==> config.mk <==
export PLATFORM = sky130hd
export DESIGN_NAME = seg7_display_arbiter
export DESIGN_NICKNAME = d
export VERILOG_FILES = /design/src/rtl/seg7_pkg.sv /design/src/rtl/seg7_digit_mask.sv /design/src/rtl/seg7_display_arbiter.sv
export SDC_FILE = /design/constraint.sdc
export NUM_CORES = 1
export LEC_CHECK = 0
export BUFFER_PORTS_ARGS = -buffer_cell sky130_fd_sc_hd__clkbuf_2
export CELL_PAD_IN_SITES_DETAIL_PLACEMENT = 2
export CELL_PAD_IN_SITES_GLOBAL_PLACEMENT = 2
export CORE_MARGIN = 2
export CORE_UTILIZATION = 34
export DETAILED_ROUTE_END_ITERATION = 10
export PLACE_DENSITY_LB_ADDON = 0.1
export SLEW_MARGIN = 20
export SYNTH_ARGS = -nofsm -noshare
export SYNTH_HDL_FRONTEND = slang
export SYNTH_SLANG_ARGS = --single-unit
==> constraint.sdc <==
create_clock -name clk_1k_i -period 4.88 [get_ports clk_1k_i]
set_input_delay 0.244 -clock clk_1k_i [delete_from_list [all_inputs] [get_ports clk_1k_i]]
set_output_delay 0.244 -clock clk_1k_i [all_outputs]
set_load 0.05 [all_outputs]
==> src/rtl/seg7_pkg.sv <==
// rtl/seg7_pkg.sv - shared types and helpers for the seven-segment display arbiter
//
// Purpose: FSM state enum, digit/nibble typedefs and the fixed-priority pick
// used by seg7_display_arbiter and seg7_digit_mask.
package seg7_pkg;

    localparam int NUM_DIGITS = 4;

    typedef logic [3:0]                  nibble_t;
    typedef nibble_t [NUM_DIGITS-1:0]    digit_vec_t;
    typedef logic [NUM_DIGITS-1:0]       digit_en_t;

    typedef enum logic [1:0] {
        IDLE = 2'd0,
        HOLD = 2'd1,
        OPEN = 2'd2
    } seg7_state_t;

    // Index of the lowest set bit (highest priority requester), -1 when none.
    function automatic int lowest_set_index(input logic [31:0] req);
        int idx;
        idx = -1;
        for (int i = 31; i >= 0; i--) begin
            if (req[i]) begin
                idx = i;
            end
        end
        return idx;
    endfunction

endpackage

==> src/rtl/seg7_digit_mask.sv <==
// rtl/seg7_digit_mask.sv - digit enable generation with leading-zero blanking and blink
//
// Purpose: combinational digit-enable mask for the latched display value.
// Ports:
//   i_value      latched 4-nibble value, nibble k drives digit k
//   i_lz_blank   suppress leading zero digits (digit 0 is never blanked)
//   i_blink_off  blink off-phase, forces every enable low
//   o_digit_en   per-digit enables
module seg7_digit_mask
    import seg7_pkg::*;
(
    input  digit_vec_t i_value,
    input  logic       i_lz_blank,
    input  logic       i_blink_off,
    output digit_en_t  o_digit_en
);

    logic      w_seen;
    digit_en_t w_keep;

    // Walk from the most significant digit down; a digit survives blanking
    // once any nibble at or above it is non-zero.
    always_comb begin
        w_seen = 1'b0;
        w_keep = '0;
        for (int k = NUM_DIGITS - 1; k >= 0; k--) begin
            w_seen    = w_seen | (|i_value[k]);
            w_keep[k] = w_seen | (k == 0);
        end
    end

    always_comb begin
        o_digit_en = '1;
        if (i_lz_blank) begin
            o_digit_en = w_keep;
        end
        if (i_blink_off) begin
            o_digit_en = '0;
        end
    end

endmodule

==> src/rtl/seg7_display_arbiter.sv <==
// rtl/seg7_display_arbiter.sv - fixed-priority owner arbitration for the 4-digit display
//
// Purpose: grants the display to one requester (index 0 highest priority) for at
// least MIN_HOLD cycles, latches the owner's value and drives registered digit
// enables/values with per-owner leading-zero blanking and blinking.
// Ports:
//   clk_1k_i                   1 kHz display clock
//   rst_ni                     asynchronous active-low reset
//   req_i                      per-requester level request
//   value_i                    per-requester 16-bit value, requester i at [16*i +: 16]
//   lz_blank_i / blink_i       per-requester blanking / blink enables
//   gnt_o, busy_o              one-hot owner, any-owner flag
//   digitN_en_o, digitN_o      digit enable / value to the driver
module seg7_display_arbiter
    import seg7_pkg::*;
#(
    parameter int NUM_REQ    = 3,
    parameter int MIN_HOLD   = 500,
    parameter int BLINK_HALF = 250
) (
    input  logic                   clk_1k_i,
    input  logic                   rst_ni,
    input  logic [NUM_REQ-1:0]     req_i,
    input  logic [NUM_REQ*16-1:0]  value_i,
    input  logic [NUM_REQ-1:0]     lz_blank_i,
    input  logic [NUM_REQ-1:0]     blink_i,
    output logic [NUM_REQ-1:0]     gnt_o,
    output logic                   busy_o,
    output logic                   digit0_en_o,
    output logic                   digit1_en_o,
    output logic                   digit2_en_o,
    output logic                   digit3_en_o,
    output logic [3:0]             digit0_o,
    output logic [3:0]             digit1_o,
    output logic [3:0]             digit2_o,
    output logic [3:0]             digit3_o
);

    localparam int HOLD_W  = (MIN_HOLD > 1) ? $clog2(MIN_HOLD) : 1;
    localparam int BLINK_W = (2 * BLINK_HALF > 1) ? $clog2(2 * BLINK_HALF) : 1;

    localparam logic [HOLD_W-1:0]  HOLD_LAST  = HOLD_W'(MIN_HOLD - 1);
    localparam logic [BLINK_W-1:0] BLINK_LAST = BLINK_W'(2 * BLINK_HALF - 1);
    localparam logic [BLINK_W-1:0] BLINK_MID  = BLINK_W'(BLINK_HALF);

    // With a one-cycle hold the grant cycle itself already satisfies the hold.
    localparam seg7_state_t GRANT_STATE = (MIN_HOLD == 1) ? OPEN : HOLD;

    seg7_state_t          r_state;
    logic [NUM_REQ-1:0]   r_gnt;
    logic                 r_busy;
    logic [HOLD_W-1:0]    r_hold;
    logic [BLINK_W-1:0]   r_blink;
    digit_vec_t           r_value;
    digit_en_t            r_digit_en;
    digit_vec_t           r_digits;

    seg7_state_t          w_state_nxt;
    logic [NUM_REQ-1:0]   w_gnt_nxt;
    logic [HOLD_W-1:0]    w_hold_nxt;
    logic [BLINK_W-1:0]   w_blink_nxt;
    digit_vec_t           w_value_nxt;
    logic                 w_busy_nxt;
    int                   w_win_idx;
    logic [NUM_REQ-1:0]   w_win;
    digit_vec_t           w_owner_val;
    logic                 w_owner_lz;
    logic                 w_owner_blink;
    logic                 w_blink_off;
    digit_en_t            w_mask_en;

    assign w_win_idx = lowest_set_index(32'(req_i));

    always_comb begin
        w_win = '0;
        for (int i = 0; i < NUM_REQ; i++) begin
            if (w_win_idx == i) begin
                w_win[i] = 1'b1;
            end
        end
    end

    // r_hold/r_blink hold the counts belonging to the cycle currently shown,
    // so a fresh grant shows count 0 (hold start, blink on-phase).
    always_comb begin
        w_state_nxt = r_state;
        w_gnt_nxt   = r_gnt;
        w_hold_nxt  = r_hold;
        w_blink_nxt = (r_blink == BLINK_LAST) ? '0 : r_blink + BLINK_W'(1);
        case (r_state)
            IDLE: begin
                w_hold_nxt  = '0;
                w_blink_nxt = '0;
                if (|req_i) begin
                    w_gnt_nxt   = w_win;
                    w_state_nxt = GRANT_STATE;
                end
            end
            HOLD: begin
                w_hold_nxt = r_hold + HOLD_W'(1);
                if (w_hold_nxt == HOLD_LAST) begin
                    w_state_nxt = OPEN;
                end
            end
            OPEN: begin
                if (!(|req_i)) begin
                    w_state_nxt = IDLE;
                    w_gnt_nxt   = '0;
                    w_hold_nxt  = '0;
                    w_blink_nxt = '0;
                end else if (w_win != r_gnt) begin
                    w_state_nxt = GRANT_STATE;
                    w_gnt_nxt   = w_win;
                    w_hold_nxt  = '0;
                    w_blink_nxt = '0;
                end
            end
            default: begin
                w_state_nxt = IDLE;
                w_gnt_nxt   = '0;
                w_hold_nxt  = '0;
                w_blink_nxt = '0;
            end
        endcase
    end

    // Per-owner selects follow the next owner so outputs move with gnt_o.
    always_comb begin
        w_owner_val   = '0;
        w_owner_lz    = 1'b0;
        w_owner_blink = 1'b0;
        for (int i = 0; i < NUM_REQ; i++) begin
            if (w_gnt_nxt[i]) begin
                w_owner_val   = value_i[16*i +: 16];
                w_owner_lz    = lz_blank_i[i];
                w_owner_blink = blink_i[i];
            end
        end
    end

    // An owner that dropped its request during HOLD keeps its last value.
    assign w_value_nxt = (|(w_gnt_nxt & req_i)) ? w_owner_val : r_value;
    assign w_busy_nxt  = |w_gnt_nxt;
    assign w_blink_off = w_owner_blink && (w_blink_nxt >= BLINK_MID);

    seg7_digit_mask u_digit_mask (
        .i_value     (w_value_nxt),
        .i_lz_blank  (w_owner_lz),
        .i_blink_off (w_blink_off),
        .o_digit_en  (w_mask_en)
    );

    always_ff @(posedge clk_1k_i or negedge rst_ni) begin
        if (!rst_ni) begin
            r_state    <= IDLE;
            r_gnt      <= '0;
            r_busy     <= 1'b0;
            r_hold     <= '0;
            r_blink    <= '0;
            r_value    <= '0;
            r_digit_en <= '0;
            r_digits   <= '0;
        end else begin
            r_state    <= w_state_nxt;
            r_gnt      <= w_gnt_nxt;
            r_busy     <= w_busy_nxt;
            r_hold     <= w_hold_nxt;
            r_blink    <= w_blink_nxt;
            r_value    <= w_value_nxt;
            r_digit_en <= w_busy_nxt ? w_mask_en : '0;
            r_digits   <= w_busy_nxt ? w_value_nxt : '0;
        end
    end

    assign gnt_o       = r_gnt;
    assign busy_o      = r_busy;
    assign digit0_en_o = r_digit_en[0];
    assign digit1_en_o = r_digit_en[1];
    assign digit2_en_o = r_digit_en[2];
    assign digit3_en_o = r_digit_en[3];
    assign digit0_o    = r_digits[0];
    assign digit1_o    = r_digits[1];
    assign digit2_o    = r_digits[2];
    assign digit3_o    = r_digits[3];

endmodule

==> results.yml, run 1 <==
cells_and_area:
  drive_above_1_share_pct: 26.5
  fin_area_mm2: 0.00393
  final_nets: 487
  multi_input_area_mm2: 0.00156
  final_core_util_pct: 42.4
  nFillCells: 1052
  diodes: 0
  area_growth_syn_to_layout_pct: 20.7
  seq_area_mm2: 0.00150
critical_path:
  reg2reg_from: "r_state[0]"
  cp_num_buf_inv: 3
  path_max_fanout: 17
  critPathMaxStageDelay_ns: 0.44
  critical_path_required_ns: 5.08
  crit_type: "reg2reg"
  critPathLaunchType: "flop"
  cpMostUsedCell: "inv_2"
  critPathSlowestCell: "nor3_4"
  end_kind: "flop"
  cp-startpoint: "r_state[0]"
  critPathTopFamily: "compound AO/OA/AOI/OAI gates"
  cp.arrival_ns: 3.38
  path_cells: "inv_1, ha_1, and4bb_1, a311o_1, nand2b_2, inv_2, nor3_4, inv_2, o21a_1, a31oi_1, a21oi_1"
synthesis:
  syn_area_per_cell_um2: 9.47
  ys_seq_area_share_pct: 46.1
  synth_flop_cell: "dfrtp_1"
  synth_nets: 410
  synth-seq-cells: 60
  synth_enable_flop_cells: 0
  synthCells: 344
  yosysWarnings: 0
  ys_types: 59
  postSynth.asyncResetShare_pct: 100
  netlist_area_mm2: 0.00326
pwr:
  powerDensity_mw_per_mm2: 292
  leakage_nw: 1.80
  peakVddDrop_mv: 0.156
global_routing:
  grt_pass1_wl_um: 16800
  grtUsageTotal_pct: 21.2
  antenna_found_initial: 0
  gr-total-overflow: 0
  grt_max_degree: 61
  first_global_vias: 3140
sta:
  hold_ws_ns: 0.0546
  drv_slew: 0
  fmax_mhz: 315
  slew_headroom_pct: 43.7
  min_period_over_period_pct: 65.1
  skew_ns: 0.0167
  setup_viol_count_final: 0
  finalHoldViolCount: 0
  layout_min_cycle_time_ns: 3.18
  rsz0062_at_grt: "no"
  fin_setup_tns_ns: 0
  worstMarginPinSlew_ns: 0.845
clocking:
  post_cts_buffers: 0
  clk_pin_slew_ns: 0.08
  cts_root_buf: "clkbuf_8"
  cts_tree: "built"
  clock_sinks: 60
  htreeDepth: 3
  postCtsResizedCells: 0
  cts_inserted_buffers: 9
  clockBufferDepth: 2
  cts_hold_buf: 0
  insertion_delay_ns: 0.35
drt:
  top_layer: "met4"
  wl_met2_um: 4860
  drc: 0
  wirelength_met1_um: 5000
  via_per_inst: 5.31
  avgRoutedWirePerCell_um: 18.7
  vias: 2945
  initialDrtViolationCount: 67
  wl_met3_um: 386
  drt_pre_antenna_iters: 4
  drtAntennaViolNets: 0
  wl_um: 10400
placement:
  place.gp.congestion: 0.784
  io_buffers: 82
  hpwl_um: 7560
  placed_area_mm2: 0.00373
die:
  rows: 35
  start_util_pct: 35.1
  coreArea_mm2: 0.00928
  die_w_um: 102
  die_area_mm2: 0.0104
  die_y_um: 102
  boundaryPins: 83
flow_run:
  maxCapViolCount: 0
min_path:
  worstHoldPathType: "in2async"
outcome:
  status: "complete, no violations"
-- cell usage after synthesis, types with 2 or more instances --
cell type / number / share of area, %
o21ai_1: 2 / 0.31
a221oi_1: 9 / 2.4
nor2_1: 44 / 5.1
or2_1: 3 / 0.58
a22oi_1: 5 / 1.2
a31oi_1: 4 / 0.77
nand2_1: 25 / 2.9
o21ai_0: 18 / 2.8
nor2b_1: 7 / 1.3
o31ai_1: 7 / 1.6
or2_2: 2 / 0.38
and4_1: 2 / 0.54
a21oi_1: 15 / 2.3
o22ai_1: 4 / 0.77
ha_1: 7 / 2.7
inv_2: 2 / 0.23
inv_1: 19 / 2.2
buf_6: 4 / 1.4
mux2i_1: 2 / 0.61
clkbuf_1: 5 / 0.58
and2_1: 10 / 1.9
o2bb2ai_1: 2 / 0.54
o21a_1: 3 / 0.69
nand4b_1: 2 / 0.54
xnor2_1: 5 / 1.3
buf_4: 3 / 0.69
nand4_1: 6 / 1.2
nor3_1: 8 / 1.2
a221o_1: 8 / 2.5
a22o_1: 2 / 0.54
a32oi_1: 4 / 1.1
nand3_1: 6 / 0.92
buf_2: 6 / 0.92
and3_1: 4 / 0.77
dfrtp_1: 60 / 46
xor2_1: 6 / 1.6
-- area by class of cell --
cell class / instances / area share, %
timing repair buffer: 84 / 10.8
sequential: 60 / 38.2
clock buffer: 12 / 3.95
tap: 129 / 4.10
multi-input combinational: 245 / 39.7
inverter: 21 / 2.00
clock inverter: 4 / 1.21
-- placed cells by master (no fill, tap or decap), types with 9 or more instances in the layout --
cell type	netlist	routed
clkbuf_2	0	82
dfrtp_1	60	60
nor2_1	44	44
nand2_1	25	25
inv_1	19	19
o21ai_0	18	18
a21oi_1	15	15
clkbuf_8	0	11
and2_1	10	10
a221oi_1	9	9
-- sequential cells by signal, summed over array words and instances (netlist names), 2 cells and up --
name and flops:
digit2_o 4, r_hold 9, r_blink 9, digit1_o 4, digit0_o 4, gnt_o 3, r_value 16, digit3_o 4
r_state 2, r_digit_en 4
-- stage by stage --
step | cells | power (W) | worst slack (ns)
4_1_cts | 555 | 0.00116 | 1.72
2_1_floorplan | 344 | 0.000617 | 2.43
6_report | 555 | 0.00115 | 1.70
5_1_grt | 555 | 0.00119 | 1.40
3_3_place_gp | 539 | 0.000679 | 1.97
3_5_place_dp | 539 | 0.000681 | 1.75
-- routing by layer --
| layer | vias to the layer above | track usage [%] |
|---|---|---|
| met3 | 12 | 4.72 |
| met4 | 0 | 6.26 |
| li1 | 1388 | - |
| met1 | 1483 | 29.7 |
| met5 | - | 0 |
| met2 | 62 | 33.0 |
-- path summary, 6_finish.rpt --
path	endpoint	slack, ns	cells past startpoint
worst min-delay path	r_hold[3]	0.05	2
worst max-delay path	r_digit_en[2]	1.70	11
min in group clk_1k_i	r_value[1]	0.22	3
max in group asynchronous	r_value[10]	4.29	2
worst min register to register	r_value[3]	0.48	2
worst max register to register	r_digit_en[2]	1.70	11
-- worst register-to-register path: cells and delay by family (launching register included) --
kind | cells | cell delay [ns]
flip-flops | 1 | 0.38
adder cells (fa/ha/maj) | 1 | 0.28
buffers and inverters | 3 | 0.50
AND/OR/NAND/NOR | 3 | 0.94
AO/OA/AOI/OAI | 4 | 0.93
-- power by group --
group / internal [W] / switching [W] / total [W]
combinational: 0.0000455 / 0.0000984 / 0.000144
sequential: 0.000519 / 0.00000733 / 0.000527
clock: 0.000262 / 0.000213 / 0.000476
total: 0.000827 / 0.000319 / 0.00115
-- cell families (layout without fill, tap and decap cells) --
family | count (synthesis) | count (layout) | synth area share [%]
simple gates | 131 | 131 | 21.0
compound gates | 94 | 94 | 20.7
flops | 60 | 60 | 46.1
buf+inv | 39 | 121 | 5.99
xor+xnor | 11 | 11 | 2.96
fa+ha+maj | 7 | 7 | 2.69
mux | 2 | 2 | 0.614
Power figures use the tool's default switching activity.
==> inputs of run 2 (changes only) <==
--- a/config.mk
+++ b/config.mk
@@ -9,7 +9,7 @@
 export CELL_PAD_IN_SITES_DETAIL_PLACEMENT = 2
 export CELL_PAD_IN_SITES_GLOBAL_PLACEMENT = 2
 export CORE_MARGIN = 2
-export CORE_UTILIZATION = 34
+export CORE_UTILIZATION = 32
 export DETAILED_ROUTE_END_ITERATION = 10
 export PLACE_DENSITY_LB_ADDON = 0.1
 export SLEW_MARGIN = 20
==> constraint.sdc (replaced) <==
create_clock -name clk_1k_i -period 3.2 [get_ports clk_1k_i]
set_input_delay 0.16 -clock clk_1k_i [delete_from_list [all_inputs] [get_ports clk_1k_i]]
set_output_delay 0.16 -clock clk_1k_i [all_outputs]
set_load 0.05 [all_outputs]
==> results.yml, run 2 (same netlist as run 1, synthesis figures left out) <==
critical_path:
  cp-startpoint: "r_state[0]"
  cp.arrival_ns: 3.23
  path_cells: "inv_1, ha_1, nor2b_1, o21ai_1, and3_2, a221o_1, a32oi_1, and4_1, a31oi_1"
  critPathMaxStageDelay_ns: 0.41
  critical_path_required_ns: 3.41
  end_kind: "flop"
  reg2reg_from: "r_state[0]"
  critPathSlowestCell: "dfrtp_1"
  path_max_fanout: 17
  crit_type: "reg2reg"
  cp_num_buf_inv: 1
  critPathTopFamily: "compound AO/OA/AOI/OAI gates"
  critPathLaunchType: "flop"
flow_run:
  maxCapViolCount: 0
clocking:
  cts_tree: "built"
  post_cts_buffers: 0
  clockBufferDepth: 2
  cts_root_buf: "clkbuf_8"
  insertion_delay_ns: 0.35
  cts_inserted_buffers: 9
  clock_sinks: 60
  htreeDepth: 3
  clk_pin_slew_ns: 0.07
min_path:
  worstHoldPathType: "in2reg"
  hp-start: "value_i[35]"
die:
  die_y_um: 105
  coreArea_mm2: 0.00982
  die_w_um: 105
  rows: 36
  boundaryPins: 83
  die_area_mm2: 0.0110
  start_util_pct: 33.2
pwr:
  comb_power_share_pct: 12.8
  peakVddDrop_mv: 0.235
  p_seq_share_pct: 46.2
  pwr-share-clk_pct: 41.1
  power.total_w: 0.00174
  power.switching_w: 0.000475
  leakage_nw: 1.84
  power.internal_w: 0.00126
  powerDensity_mw_per_mm2: 433
  p_sw_share_pct: 27.3
cells_and_area:
  top_regs: "r_value: 16 flops, r_blink: 9 flops, r_hold: 9 flops"
  fin_area_mm2: 0.00401
  layout.cells.most_common: "clkbuf_2"
  largest_reg_flops: 16
  diodes: 0
  drive_above_1_share_pct: 28.1
  regMostFlops: "r_value"
  area_growth_syn_to_layout_pct: 23.1
  final_core_util_pct: 40.9
  mostFrequentLayoutCells: "clkbuf_2, dfrtp_1, nor2_1"
  final_nets: 495
global_routing:
  grt_pass1_wl_um: 17700
  gr-total-overflow: 0
  first_global_vias: 3319
  antenna_found_initial: 1
  grt_max_degree: 27
  grtUsageTotal_pct: 20.6
sta:
  fin_setup_tns_ns: 0
  worstMarginPinSlew_ns: 0.782
  min_period_over_period_pct: 94.1
  hold_ws_ns: 0.134
  setup_viol_count_final: 0
  skew_ns: 0.0125
  finalHoldViolCount: 0
  rsz0062_at_grt: "no"
  layout_min_cycle_time_ns: 3.01
  slew_headroom_pct: 47.3
  drv_slew: 0
  fmax_mhz: 332
placement:
  io_buffers: 82
  placed_area_mm2: 0.00379
  place.gp.congestion: 0.800
  hpwl_um: 7870
drt:
  drt_pre_antenna_iters: 6
  wl_um: 10600
  drtAntennaViolNets: 0
  vias: 2980
  initialDrtViolationCount: 72
  avgRoutedWirePerCell_um: 18.7
  drc: 0
  via_per_inst: 5.26
outcome:
  status: "complete, no violations"
run 2: changes by cell type in the layout (fill, tap and decap cells not counted), sizes merged:
cell	before	now
buf	2	9
dlygate4sd3	0	1
run 2: tightest hold or removal path, stage by stage:
cell and delay (ns):
clkbuf_2 0.08, nor2_1 0.09, o31ai_1 0.10
run 2: power groups by stage:
stage	logic, W	clock network [W]	registers (W)
5_1_grt	0.000242	0.000763	0.000806
3_5_place_dp	0.000224	0	0.000817
3_3_place_gp	0.000220	0	0.000816
6_report	0.000222	0.000714	0.000803
4_1_cts	0.000226	0.000738	0.000803
2_1_floorplan	0.0000630	0	0.000878
run 2: timing repair:
item | 4_1_cts | 5_1_grt
endpoints found under the hold margin | 13 | 0
hold buffers | 1 | 0
resized for setup | 0 | 3
endpoints found under the setup margin | 0 | 6
run 2: per-stage QoR:
step	std cells	setup slack, ns
after floorplan	344	0.747
after global placement	550	0.269
after detailed placement	550	0.107
after CTS	567	0.0689
after global routing	567	0.0257
final	567	0.188
run 2: final cells by class:
cell class	count	area, um^2
Clock buffer	12	155
Clock inverter	4	47.5
Fill cell	1126	5810
Inverter	21	78.8
Multi-Input combinational cell	245	1580
Sequential cell	60	1500
Tap cell	133	166
Timing Repair Buffer	92	488
run 2: routing by layer:
metal,global-route usage [%],wire length [um],vias up
met5,0,13,-
met2,34.7,5210,58
met3,4.99,537,12
li1,-,-,1404
met4,7.43,158,2
met1,25.6,4680,1504
run 2: worst paths after layout:
path	depth (start not counted)	to	slack, ns
setup / recovery	9	r_digit_en[1]	0.19
hold / removal	3	r_value[3]	0.13
setup reg to reg	9	r_digit_en[1]	0.19
hold reg to reg	2	r_value[2]	0.47
max in group asynchronous	3	r_digit_en[3]	2.20
min in group asynchronous	2	r_hold[3]	0.27
==> inputs of run 3 (changes only) <==
--- a/config.mk
+++ b/config.mk
@@ -11,6 +11,7 @@
 export CORE_MARGIN = 2
 export CORE_UTILIZATION = 32
 export DETAILED_ROUTE_END_ITERATION = 10
+export GPL_TIMING_DRIVEN = 0
 export PLACE_DENSITY_LB_ADDON = 0.1
 export SLEW_MARGIN = 20
 export SYNTH_ARGS = -nofsm -noshare
==> results.yml, run 3 (same netlist as run 1, synthesis figures left out) <==
outcome:
  status: "complete, no violations"
cells_and_area:
  largest_reg_flops: 16
  final_nets: 506
  fin_area_mm2: 0.00411
  area_growth_syn_to_layout_pct: 26.2
  diodes: 0
  top_regs: "r_value: 16 flops, r_blink: 9 flops, r_hold: 9 flops"
  mostFrequentLayoutCells: "clkbuf_2, dfrtp_1, nor2_1"
  layout.cells.most_common: "clkbuf_2"
  drive_above_1_share_pct: 29.2
  regMostFlops: "r_value"
critical_path:
  critPathTopFamily: "simple AND/OR/NAND/NOR gates"
  end_kind: "flop"
  critPathLaunchType: "flop"
  cp.arrival_ns: 3.13
  critPathMaxStageDelay_ns: 0.50
  path_max_fanout: 10
  crit_type: "reg2reg"
  cpMostUsedCell: "buf_4"
  critPathSlowestCell: "nor4_2"
  cp_num_buf_inv: 3
  critical_path_required_ns: 3.40
  path_cells: "inv_1, ha_1, buf_4, or2_1, a222oi_1, buf_4, nor2_1, nor2_4, o31ai_1, nor4_2, a31oi_1"
clocking:
  clk_pin_slew_ns: 0.07
  htreeDepth: 3
  cts_inserted_buffers: 9
  insertion_delay_ns: 0.34
  cts_root_buf: "clkbuf_8"
  clockBufferDepth: 2
  clock_sinks: 60
  cts_tree: "built"
placement:
  io_buffers: 81
  hpwl_um: 7820
  pre_cts_slack_ns: 0.0821
  place.gp.congestion: 0.770
  placed_area_mm2: 0.00385
sta:
  setup_viol_count_final: 0
  rsz0062_at_grt: "no"
  layout_min_cycle_time_ns: 2.93
  min_period_over_period_pct: 91.5
  skew_ns: 0.0106
  finalHoldViolCount: 0
  fmax_mhz: 342
  drv_slew: 0
  fin_ws_ns: 0.273
  worstMarginPinSlew_ns: 0.833
  slew_headroom_pct: 43.9
  fin_setup_tns_ns: 0
global_routing:
  grt_use_met3_pct: 6.36
  top_usage_layer: "met2"
  grt_max_degree: 39
  gr-total-overflow: 0
  antenna_found_initial: 0
  met1_usage_pct: 26.3
  grtUsageTotal_pct: 20.1
  grt_util_met2_pct: 32.7
  grt_pass1_wl_um: 17200
  first_global_vias: 3214
drt:
  drc: 0
  drt_pre_antenna_iters: 4
  via_per_inst: 5.17
  vias: 2990
  avgRoutedWirePerCell_um: 18.3
  drtAntennaViolNets: 0
  initialDrtViolationCount: 87
  wl_um: 10600
pwr:
  comb_power_share_pct: 12.6
  p_seq_share_pct: 44.8
  peakVddDrop_mv: 0.181
  power.switching_w: 0.000477
  leakage_nw: 1.89
  power.internal_w: 0.00131
  pwr-share-clk_pct: 42.6
  p_sw_share_pct: 26.7
  powerDensity_mw_per_mm2: 435
flow_run:
  maxCapViolCount: 0
die:
  coreArea_mm2: 0.00982
  boundaryPins: 83
  die_area_mm2: 0.0110
  die_w_um: 105
  die_y_um: 105
  rows: 36
  start_util_pct: 33.2
min_path:
  worstHoldPathType: "in2reg"
run 3: cell types whose count changed in the layout (fill, tap and decap cells not counted), moves of 2 or more:
cell      delta
buf_2        +6
buf_4        -4
buf_6        +4
clkbuf_1     +4
clkbuf_2     -2
clkbuf_8     +2
run 3: worst register-to-register path: stages, from the launching register on:
cell	delay [ns]
dfrtp_1	0.40
inv_1	0.08
ha_1	0.19
buf_4	0.17
or2_1	0.25
a222oi_1	0.30
buf_4	0.18
nor2_1	0.10
nor2_4	0.29
o31ai_1	0.18
nor4_2	0.50
a31oi_1	0.14
run 3: worst paths after layout:
| path | startpoint | depth (start not counted) | slack [ns] | to |
|---|---|---|---|---|
| setup / recovery | r_state[1] | 11 | 0.27 | r_digit_en[1] |
| hold / removal | value_i[32] | 3 | 0.12 | r_value[0] |
| setup reg to reg | r_state[1] | 11 | 0.27 | r_digit_en[1] |
| hold reg to reg | r_value[2] | 2 | 0.48 | r_value[2] |
| max in group asynchronous | rst_ni | 3 | 2.37 | digit0_o[0] |
| min in group asynchronous | rst_ni | 2 | 0.29 | r_hold[3] |
run 3: power groups by stage:
| stage | Sequential [W] | Combinational (W) | Clock (W) |
|---|---|---|---|
| floorplan | 0.000878 | 0.0000630 | 0 |
| global placement | 0.000815 | 0.000216 | 0 |
| detailed placement | 0.000817 | 0.000223 | 0 |
| CTS | 0.000802 | 0.000226 | 0.000785 |
| global route | 0.000805 | 0.000246 | 0.000817 |
| finish | 0.000802 | 0.000225 | 0.000762 |
run 3: layout make-up:
class                      count  area (um^2)
buffer                        18          116
clock buffer                  13          179
clock inverter                 3         42.5
fill                        1161         5710
inverter                      21         78.8
multi-input combinational    245         1580
sequential                    60         1500
tap                          133          166
timing repair buffer          85          453
run 3: timing repair:
action	CTS	global route
gates resized for setup	0	3
buffers inserted	0	2
hold buffers	1	0
hold endpoints to repair	22	0
endpoints found under the setup margin	0	4
run 3: per-stage QoR:
| step | instances | utilization (%) | total power (W) | hold slack [ns] |
|---|---|---|---|---|
| 2_1_floorplan | 344 | - | 0.000941 | -0.136 |
| 3_3_place_gp | 558 | 39.0 | 0.00103 | 0.456 |
| 3_5_place_dp | 559 | 39.2 | 0.00104 | 0.131 |
| 4_1_cts | 576 | 41.6 | 0.00181 | 0.110 |
| 5_1_grt | 578 | 41.9 | 0.00187 | 0.137 |
| 6_report | 578 | 41.9 | 0.00179 | 0.122 |
run 3: layer usage:
layer | share of wire, % | vias up
li1 | - | 1424
met1 | 45 | 1496
met2 | 48 | 62
met3 | 5.7 | 8
met4 | 0.92 | 0
met5 | 0 | -
